===== src/rtl/pattern_sender.sv =====
`default_nettype none
// ============================================================================
// Module      : pattern_sender
// Description : Serial transmitter that shifts a stored test pattern out,
//               LSB first, on a three-wire link (dataIn / dataClk / dataEn).
//               The transfer is framed by active-low dataEn. dataIn changes
//               only while dataClk is low, so it is stable for a full half
//               period on each side of every rising edge. An optional corrupt
//               request inverts one chosen bit of the frame, so a downstream
//               detector's mismatch path can be exercised.
//
// Ports       : clk      in   system clock, rising edge
//               reset    in   synchronous active-high reset
//               start    in   transfer request, sampled only in IDLE
//               corrupt  in   sampled with start; inverts bit CORRUPT_BIT
//               dataIn   out  serial data
//               dataClk  out  serial clock
//               dataEn   out  frame enable, active low
//               busy     out  high while a frame is in progress
//               done     out  one-cycle pulse when a frame completes
//
// Revision    : 1.0  initial release
// ============================================================================
module pattern_sender #(
    parameter int                        PATTERN_LENGTH = 64,
    parameter logic [PATTERN_LENGTH-1:0] PATTERN        =
        64'b0101011101001010101101011101111011101101010100010111100110000100,
    parameter int                        HALF_PERIOD    = 16,
    parameter int                        CORRUPT_BIT    = 5
) (
    input  logic clk,
    input  logic reset,
    input  logic start,
    input  logic corrupt,
    output logic dataIn,
    output logic dataClk,
    output logic dataEn,
    output logic busy,
    output logic done
);

    // One extra index bit so the "last bit" comparison never relies on wrap.
    localparam int c_idxWidth   = $clog2(PATTERN_LENGTH) + 1;
    localparam int c_phaseWidth = $clog2(HALF_PERIOD);

    localparam logic [c_idxWidth-1:0]   c_lastIdx    = c_idxWidth'(PATTERN_LENGTH - 1);
    localparam logic [c_idxWidth-1:0]   c_corruptIdx = c_idxWidth'(CORRUPT_BIT);
    localparam logic [c_phaseWidth-1:0] c_phaseLast  = c_phaseWidth'(HALF_PERIOD - 1);

    localparam logic [1:0] c_stIdle  = 2'd0;
    localparam logic [1:0] c_stLow   = 2'd1;
    localparam logic [1:0] c_stHigh  = 2'd2;
    localparam logic [1:0] c_stTrail = 2'd3;

    logic [1:0]              r_state;
    logic [c_phaseWidth-1:0] r_phase;
    logic [c_idxWidth-1:0]   r_bitIdx;
    logic                    r_corruptFlag;

    // Bit value actually transmitted for a given index. A shift is used
    // instead of a direct part-select so the index may be wider than the
    // pattern's natural address width.
    function automatic logic bitValue(input logic [c_idxWidth-1:0] idx,
                                      input logic                  flag);
        logic [PATTERN_LENGTH-1:0] shifted;
        shifted = PATTERN >> idx;
        return shifted[0] ^ (flag && (idx == c_corruptIdx));
    endfunction

    always_ff @(posedge clk) begin
        if (reset) begin
            r_state       <= c_stIdle;
            r_phase       <= '0;
            r_bitIdx      <= '0;
            r_corruptFlag <= 1'b0;
            dataIn        <= 1'b0;
            dataClk       <= 1'b0;
            dataEn        <= 1'b1;
            busy          <= 1'b0;
            done          <= 1'b0;
        end else begin
            done <= 1'b0;
            case (r_state)
                c_stIdle: begin
                    if (start) begin
                        // corrupt is used directly for bit 0 because the
                        // latched flag only becomes visible next cycle.
                        r_corruptFlag <= corrupt;
                        r_bitIdx      <= '0;
                        r_phase       <= '0;
                        dataIn        <= bitValue('0, corrupt);
                        dataEn        <= 1'b0;
                        busy          <= 1'b1;
                        r_state       <= c_stLow;
                    end
                end

                c_stLow: begin
                    if (r_phase == c_phaseLast) begin
                        r_phase <= '0;
                        dataClk <= 1'b1;
                        r_state <= c_stHigh;
                    end else begin
                        r_phase <= r_phase + 1'b1;
                    end
                end

                c_stHigh: begin
                    if (r_phase == c_phaseLast) begin
                        r_phase <= '0;
                        dataClk <= 1'b0;
                        if (r_bitIdx < c_lastIdx) begin
                            // New data is launched on the falling edge.
                            r_bitIdx <= r_bitIdx + 1'b1;
                            dataIn   <= bitValue(r_bitIdx + 1'b1, r_corruptFlag);
                            r_state  <= c_stLow;
                        end else begin
                            r_state  <= c_stTrail;
                        end
                    end else begin
                        r_phase <= r_phase + 1'b1;
                    end
                end

                c_stTrail: begin
                    // Last bit is held through a final low half period
                    // before the frame closes.
                    if (r_phase == c_phaseLast) begin
                        r_phase <= '0;
                        dataEn  <= 1'b1;
                        busy    <= 1'b0;
                        done    <= 1'b1;
                        dataIn  <= 1'b0;
                        r_state <= c_stIdle;
                    end else begin
                        r_phase <= r_phase + 1'b1;
                    end
                end

                default: begin
                    r_state <= c_stIdle;
                end
            endcase
        end
    end

endmodule
`default_nettype wire


===== config.mk =====
export PLATFORM = sky130hd
export DESIGN_NAME = pattern_sender
export DESIGN_NICKNAME = d
export VERILOG_FILES = /design/src/rtl/pattern_sender.sv
export SDC_FILE = /design/constraint.sdc
export NUM_CORES = 1
export LEC_CHECK = 0
export CAP_MARGIN = 10
export CORE_MARGIN = 3
export CORE_UTILIZATION = 45
export CTS_CLUSTER_DIAMETER = 30
export DETAILED_ROUTE_END_ITERATION = 6
export PLACE_DENSITY = 0.68
export SETUP_SLACK_MARGIN = 0.02
export SYNTH_ARGS = -nofsm -noshare
export SYNTH_HDL_FRONTEND = slang
export SYNTH_SLANG_ARGS = --single-unit
export TNS_END_PERCENT = 10

===== constraint.sdc =====
create_clock -name clk -period 2.6 [get_ports clk]
set_clock_uncertainty 0.2 [all_clocks]
set_input_delay 0.65 -clock clk [delete_from_list [all_inputs] [get_ports clk]]
set_output_delay 0.65 -clock clk [all_outputs]
set_load 0.03 [all_outputs]

==> results by group, run 1 <==
Outcome
  • Status: finished clean

GRT
  • Grt ovf: 0
  • First-pass GRT wire length: between 5 and 6 mm
  • Largest net degree at the start of global routing: 16
  • Initial antenna violation count: 0
  • Global Route Usage Sum: 18.6%
  • Number of global-route vias before repair: roughly 1.1k

Floorplanning
  • Initial Utilization: 48.3%
  • Row count: 19
  • DIE WIDTH: between 60 and 70 um
  • Io pins: 9
  • Core box area: 2810 sq um
  • Die Y: 60.9 um
  • Die Area: approximately 3700 sq um

Placed design
  • RePlAce Congestion: 0.915
  • PortBufs: 8
  • Placed cell area: 1450 sq um
  • Final HPWL DP: about 2.3 mm
  • Pre-CTS setup slack: 0.193 ns

Logic synthesis
  • Largest family of logic cells by synthesized area: compound AO/OA/AOI/OAI gates
  • Mapped Nets: 184
  • Yosys top cell area share: 28.1%
  • Sequential share of the synthesized area: 28.1%
  • Post-synthesis cell area: 1360 sq um
  • Synth Instances: 171
  • Post-synthesis mux area share: 3.05%
  • Post-synth EDFFs: 0
  • Compound-Gate Fraction of Synth Area: between 20% and 30%
  • Synth cell types: 46
  • Post-synthesis register bit count: 19
  • Ys async rst share: 0%
  • YS warnings: 0
  • Simple-gate share of the synthesized area: between 20% and 30%
  • Post-Syn Area per Cell: between 7 and 8 sq um
  • Post-Synth XOR/XNOR Area: 2.59%
  • Synth Area in Adders: 8.31%
  • Synth area leaders: dfxtp_1 (28%), ha_1 (8.3%), a21oi_1 (7.8%)
  • Top cell type by total area after synthesis: dfxtp_1
  • Ys flop type: dfxtp_1

Final layout
  • Most common cell after layout, fill and taps aside: a21oi_1
  • Filler cells: 282
  • Most frequent cells in the layout: a21oi_1 (21), dfxtp_1 (19), nor2_1 (14), nand2_1 (13), o21ai_0 (11)
  • Area of the multi-input gates: roughly 900 sq um
  • Register Area: 380 sq um
  • Count of nets after finishing: between 150 and 200
  • N_diodes: 0
  • Share of cells above drive strength 1: ~8.5%
  • Final Instance Area: ~1500 sq um
  • Syn-to-layout area delta: 9.42%

Flow run
  • Number of max-cap violations: 0

Timing
  • # setup viols final: 0
  • Hold slack: 0.273 ns
  • Tmin final: 2.38 ns
  • Max_slew headroom: 60.6%
  • Least-Margin Pin Slew: 0.587 ns
  • FMAX: roughly 420 MHz
  • Fin. max-slew vios: 0
  • Final hold vios: 0
  • Fin crit share: 91.6%
  • TNS Setup: 0 ns
  • Final WS setup: 0.217 ns
  • RSZ-0062 raised after global routing: no

Route
  • Highest routed layer: met4
  • Routed wl met2: 1.48 mm
  • DRT iter0 DRCs: 98
  • Avg Vias per Cell: ~6.2
  • Met1 Routed Length: about 1.6 mm
  • Drt first pass iters: 4
  • Final WL: 3.15 mm
  • Met3 Routed Length: around 94 um
  • Routed vias: 1287
  • Post-DRT Antenna Nets: 0
  • DR WL/cell: between 15 and 20 um
  • DRC Markers: 0

Critical path
  • RR Startpoint: r_bitIdx[1]$_SDFFE_PP0P_
  • Critical path class: reg -> reg
  • CP Buf/Inv Count: 0
  • Worst-path cell chain: ha_2, and3_1, mux2_1, a32oi_1, a21oi_1, o21ai_1, o211ai_1
  • R2R cell count: 7
  • Delay-heaviest family, CP: flip-flops
  • Setup crit end kind: register
  • Critical path required time: 2.58 ns
  • CP Launch Type: register
  • Largest stage delay, worst path: 0.53 ns
  • Crit path max fanout: 10
  • Slowest CP cell: dfxtp_1
  • Worst reg-to-reg setup slack: approximately 0.22 ns
  • Worst R2R End: dataIn$_SDFFE_PP0P_
  • CP arrival: 2.36 ns

Min path
  • Worst hold path startpoint: dataClk$_SDFFE_PP0P_
  • Hold Path Class: reg -> reg
  • Worst hold stages: 2
  • Worst hold path endpoint: dataClk$_SDFFE_PP0P_

Power
  • Total design power: 0.508 mW
  • Leakage power: 0.530 nW
  • Pwr dens: 343 nW/um^2
  • Worst IR Drop VDD: ~0.3 mV

Clocking
  • Worst-Skew Late Latency: 0.29 ns
  • CTS tree: done
  • CTS sink count: 19
  • Clk slew on worst S/H paths: 0.11 ns
  • H-tree levels: 1
  • Cts bufs inserted: 3
  • Worst-case clock buffer depth: 2
  • Root Driver: clkbuf_4
==> tightest hold or removal path, cell delays in order (launching register included) <==
cell,delay [ns]
dfxtp_1,0.33
nand2_1,0.05
a21oi_1,0.05
==> repair_timing <==
action | CTS | global route
setup endpoints to repair | 0 | 1
resized for setup | 0 | 3
endpoints found under the hold margin | 0 | 0
setup buffers | 0 | 0
hold buffers | 0 | 0
==> routing by layer <==
| layer | GRT usage, % | vias to the layer above |
|---|---|---|
| met2 | 30.1 | 27 |
| li1 | - | 634 |
| met1 | 26.3 | 624 |
| met3 | 1.70 | 2 |
| met5 | 0 | - |
| met4 | 5.57 | 0 |
==> synth_stat cells (2+ instances only) <==
library cell  instances
buf_2                 6
nand3_1              10
mux2i_1               3
a21oi_1              21
dfxtp_1              19
o21ai_0              11
and3_1                4
nand3b_1              2
nor3_1                3
a221oi_1              2
nor2b_1               2
clkbuf_1              3
a21o_1                2
and2_1                3
a2111oi_0             2
ha_1                  9
nand2_1              13
o22ai_1               2
nor2_1               14
xnor2_1               4
nand2b_1              3
a211oi_1              2
inv_1                 8
==> flip-flops by register name, summed over array words and instances, names as in the netlist <==
signal         flops
dataIn             1
r_corruptFlag      1
r_bitIdx           7
busy               1
dataEn             1
dataClk            1
r_state            2
r_phase            4
done               1
==> metrics by stage <==
step / util [%] / std cells
2_1_floorplan: - / 171
3_3_place_gp: 51.7 / 204
3_5_place_dp: 51.7 / 204
4_1_cts: 52.7 / 208
5_1_grt: 52.9 / 208
6_report: 52.9 / 208
==> cell type report <==
type	count	share of cell area, %
Sequential cell	19	25.7
Timing Repair Buffer	12	7.43
Clock buffer	4	1.77
Inverter	8	2.03
Tap cell	31	2.62
Multi-Input combinational cell	134	60.5
==> how the worst max path moves through the flow <==
stage	depth (start not counted)	slack [ns]	end	start
6_report	7	0.22	dataIn$_SDFFE_PP0P_	r_bitIdx[1]$_SDFFE_PP0P_
5_1_grt	7	0.08	dataIn$_SDFFE_PP0P_	r_bitIdx[1]$_SDFFE_PP0P_
4_1_cts	7	0.17	dataIn$_SDFFE_PP0P_	r_bitIdx[1]$_SDFFE_PP0P_
3_5_place_dp	7	0.19	dataIn$_SDFFE_PP0P_	r_bitIdx[1]$_SDFFE_PP0P_
3_3_place_gp	7	0.26	dataIn$_SDFFE_PP0P_	r_bitIdx[1]$_SDFFE_PP0P_
2_1_floorplan	8	0.48	dataIn$_SDFFE_PP0P_	r_bitIdx[1]$_SDFFE_PP0P_
==> report_power, final <==
| group | switching (mW) | total [mW] | internal (mW) |
|---|---|---|---|
| Sequential | 0.0103 | 0.308 | 0.298 |
| Clock | 0.0853 | 0.145 | 0.0596 |
| Combinational | 0.0312 | 0.0551 | 0.0240 |
==> logic make-up after synthesis <==
logic type,Yosys count
and+or+nand+nor,62
AOI/OAI and AO/OA,55
DFF,19
buffers and inverters,18
adders and majority gates,9
xor gates and xnor gates,4
muxes,4
(Power assumes the default switching activity.)
==> inputs of run 2 (changes only) <==
Settings changed: GPL_TIMING_DRIVEN set to 1.
==> results of run 2 <==
No change in the layout: final DEF, timing and power equal those of run 1.
==> inputs of run 3 (changes only) <==
Settings changed: CELL_PAD_IN_SITES_DETAIL_PLACEMENT set to 1, CELL_PAD_IN_SITES_GLOBAL_PLACEMENT set to 1, CORE_UTILIZATION 45 to 43, PLACE_DENSITY 0.68 to 0.83.
==> results by group, run 3 (same netlist as run 1, synthesis figures left out) <==
Critical path
  • Crit path max fanout: 10 (unchanged)
  • Critical path class: reg -> reg
  • Critical path required time: 2.64 ns (+0.06 ns)
  • CP arrival: 2.34 ns (-0.02 ns)
  • Setup crit end kind: register
  • CP Launch Type: register

GRT
  • Largest net degree at the start of global routing: 18 (+2)
  • Number of global-route vias before repair: 1315 (+18%)
  • First-pass GRT wire length: 6.47 mm (+22%)
  • Initial antenna violation count: 0 (unchanged)
  • Global Route Usage Sum: 20.2% (+1.6 points)
  • Grt ovf: 0 (unchanged)

Timing
  • Hold slack: 0.290 ns (+0.0165 ns)
  • Final hold vios: 0 (unchanged)
  • Fin. max-slew vios: 0 (unchanged)
  • Max_slew headroom: 64.6% (+4.0 points)
  • Fin crit share: 88.2% (-3.4 points)
  • # setup viols final: 0 (unchanged)
  • RSZ-0062 raised after global routing: no
  • FMAX: 436 MHz (+3.9%)
  • Least-Margin Pin Slew: 0.527 ns (-0.0600 ns)
  • TNS Setup: 0 ns (unchanged)
  • Tmin final: 2.29 ns (-0.0894 ns)

Final layout
  • Syn-to-layout area delta: 9.88%
  • Register Area: 382 sq um (+0.33%)
  • Filler cells: 364 (+29%)
  • Count of nets after finishing: 190 (-0.52%)
  • Largest register FFs: 7 (unchanged)
  • N_diodes: 0 (unchanged)
  • Biggest register: r_bitIdx
  • Top Registers: r_bitIdx x7, r_phase x4, r_state x2
  • Share of cells above drive strength 1: 8.52% (+0.048 points)
  • Most common cell after layout, fill and taps aside: a21oi_1
  • Most frequent cells in the layout: a21oi_1 (21), dfxtp_1 (18), nor2_1 (14), nand2_1 (13), o21ai_0 (11)
  • Area of the multi-input gates: 896 sq um (-0.14%)

Route
  • Avg Vias per Cell: 5.82 (-6.0%)
  • DR WL/cell: 16.6 um (+10%)
  • DRC Markers: 0 (unchanged)
  • Final WL: 3.63 mm (+15%)
  • Post-DRT Antenna Nets: 0 (unchanged)
  • DRT iter0 DRCs: 49 (-50%)
  • Drt first pass iters: 4 (unchanged)
  • Routed vias: 1268 (-1.5%)

Clocking
  • H-tree levels: 1 (unchanged)
  • Cts bufs inserted: 3 (unchanged)
  • Clk slew on worst S/H paths: 0.12 ns (about the same)
  • CTS tree: done
  • Worst-Skew Late Latency: 0.31 ns (+0.02 ns)
  • CTS Hold Bufs: 0 (unchanged)
  • Root Driver: clkbuf_4
  • CTS resizes: 0 (unchanged)
  • CTS sink count: 19 (unchanged)
  • Worst-case clock buffer depth: 2 (unchanged)
  • # Post-CTS Setup Buffers: 0 (unchanged)

Floorplanning
  • Io pins: 9 (unchanged)
  • Core box area: 2880 sq um (+2.5%)
  • Row count: 19 (unchanged)
  • DIE WIDTH: 62.1 um (+2.1%)
  • Initial Utilization: 47.1% (-1.2 points)
  • Die Area: 3860 sq um (+4.2%)
  • Die Y: 62.1 um (+2.1%)

Outcome
  • Status: finished clean

Placed design
  • PortBufs: 8 (unchanged)
  • Final HPWL DP: 2.75 mm (+20%)
  • RePlAce Congestion: 0.891 (-2.6%)

Power
  • Leakage power: 0.526 nW (-0.80%)
  • Worst IR Drop VDD: 0.332 mV (+10%)
  • Pwr dens: 348 nW/um^2 (+1.6%)

Min path
  • Hold Path Class: reg -> reg

Flow run
  • Number of max-cap violations: 0 (unchanged)
run 3: changes by cell type in the layout (fill, tap and decap cells not counted):
cell and delta:
dfxtp_2 +1, dfxtp_1 -1, buf_4 -1, a2111oi_0 +1, a2111oi_1 -1
run 3: path summary, 6_finish.rpt:
kind                            cells past startpoint  slack, ns                    start              endpoint
worst max register to register                      7       0.31  r_phase[0]$_SDFFE_PP0N_   dataIn$_SDFFE_PP0P_
worst min-delay path                                2       0.29     dataClk$_SDFFE_PP0P_  dataClk$_SDFFE_PP0P_
worst min register to register                      2       0.29     dataClk$_SDFFE_PP0P_  dataClk$_SDFFE_PP0P_
worst max-delay path                                7       0.31  r_phase[0]$_SDFFE_PP0N_   dataIn$_SDFFE_PP0P_
run 3: layer usage:
metal / up-vias / GRT usage (%) / wire [um]
met4: 0 / 2.76 / 9
met3: 2 / 5.23 / 152
met2: 23 / 33.3 / 1700
met5: - / 0 / 0
met1: 611 / 27.2 / 1760
li1: 632 / - / -
run 3: where the power goes:
group	internal (mW)	leakage, nW	switching (mW)
Clock	0.0599	0.0150	0.0962
Sequential	0.298	0.155	0.0105
Combinational	0.0230	0.356	0.0311
run 3: worst max-delay path, stage by stage, from the launching register on:
cell       delay (ns)
dfxtp_1          0.40
ha_1             0.28
nand4_4          0.23
a2111oi_4        0.47
nand2_1          0.09
nor4_1           0.33
o21ai_1          0.11
o211ai_1         0.10
run 3: through the flow:
stage / setup WS, ns / std cells / power, mW / utilization (%) / cell area [sq um]
2_1_floorplan: 0.479 / 171 / 0.348 / - / 1360
3_3_place_gp: 0.242 / 214 / 0.368 / 50.7 / 1460
3_5_place_dp: 0.142 / 214 / 0.370 / 50.7 / 1460
4_1_cts: 0.149 / 218 / 0.522 / 51.6 / 1480
5_1_grt: 0.104 / 218 / 0.552 / 51.8 / 1490
6_report: 0.307 / 218 / 0.519 / 51.8 / 1490
run 3: final cells by class:
cell class / count / area share, %
multi-input combinational: 134 / 60.2
sequential: 19 / 25.6
timing repair buffer: 11 / 6.89
tap: 42 / 3.53
inverter: 8 / 2.02
clock buffer: 4 / 1.76
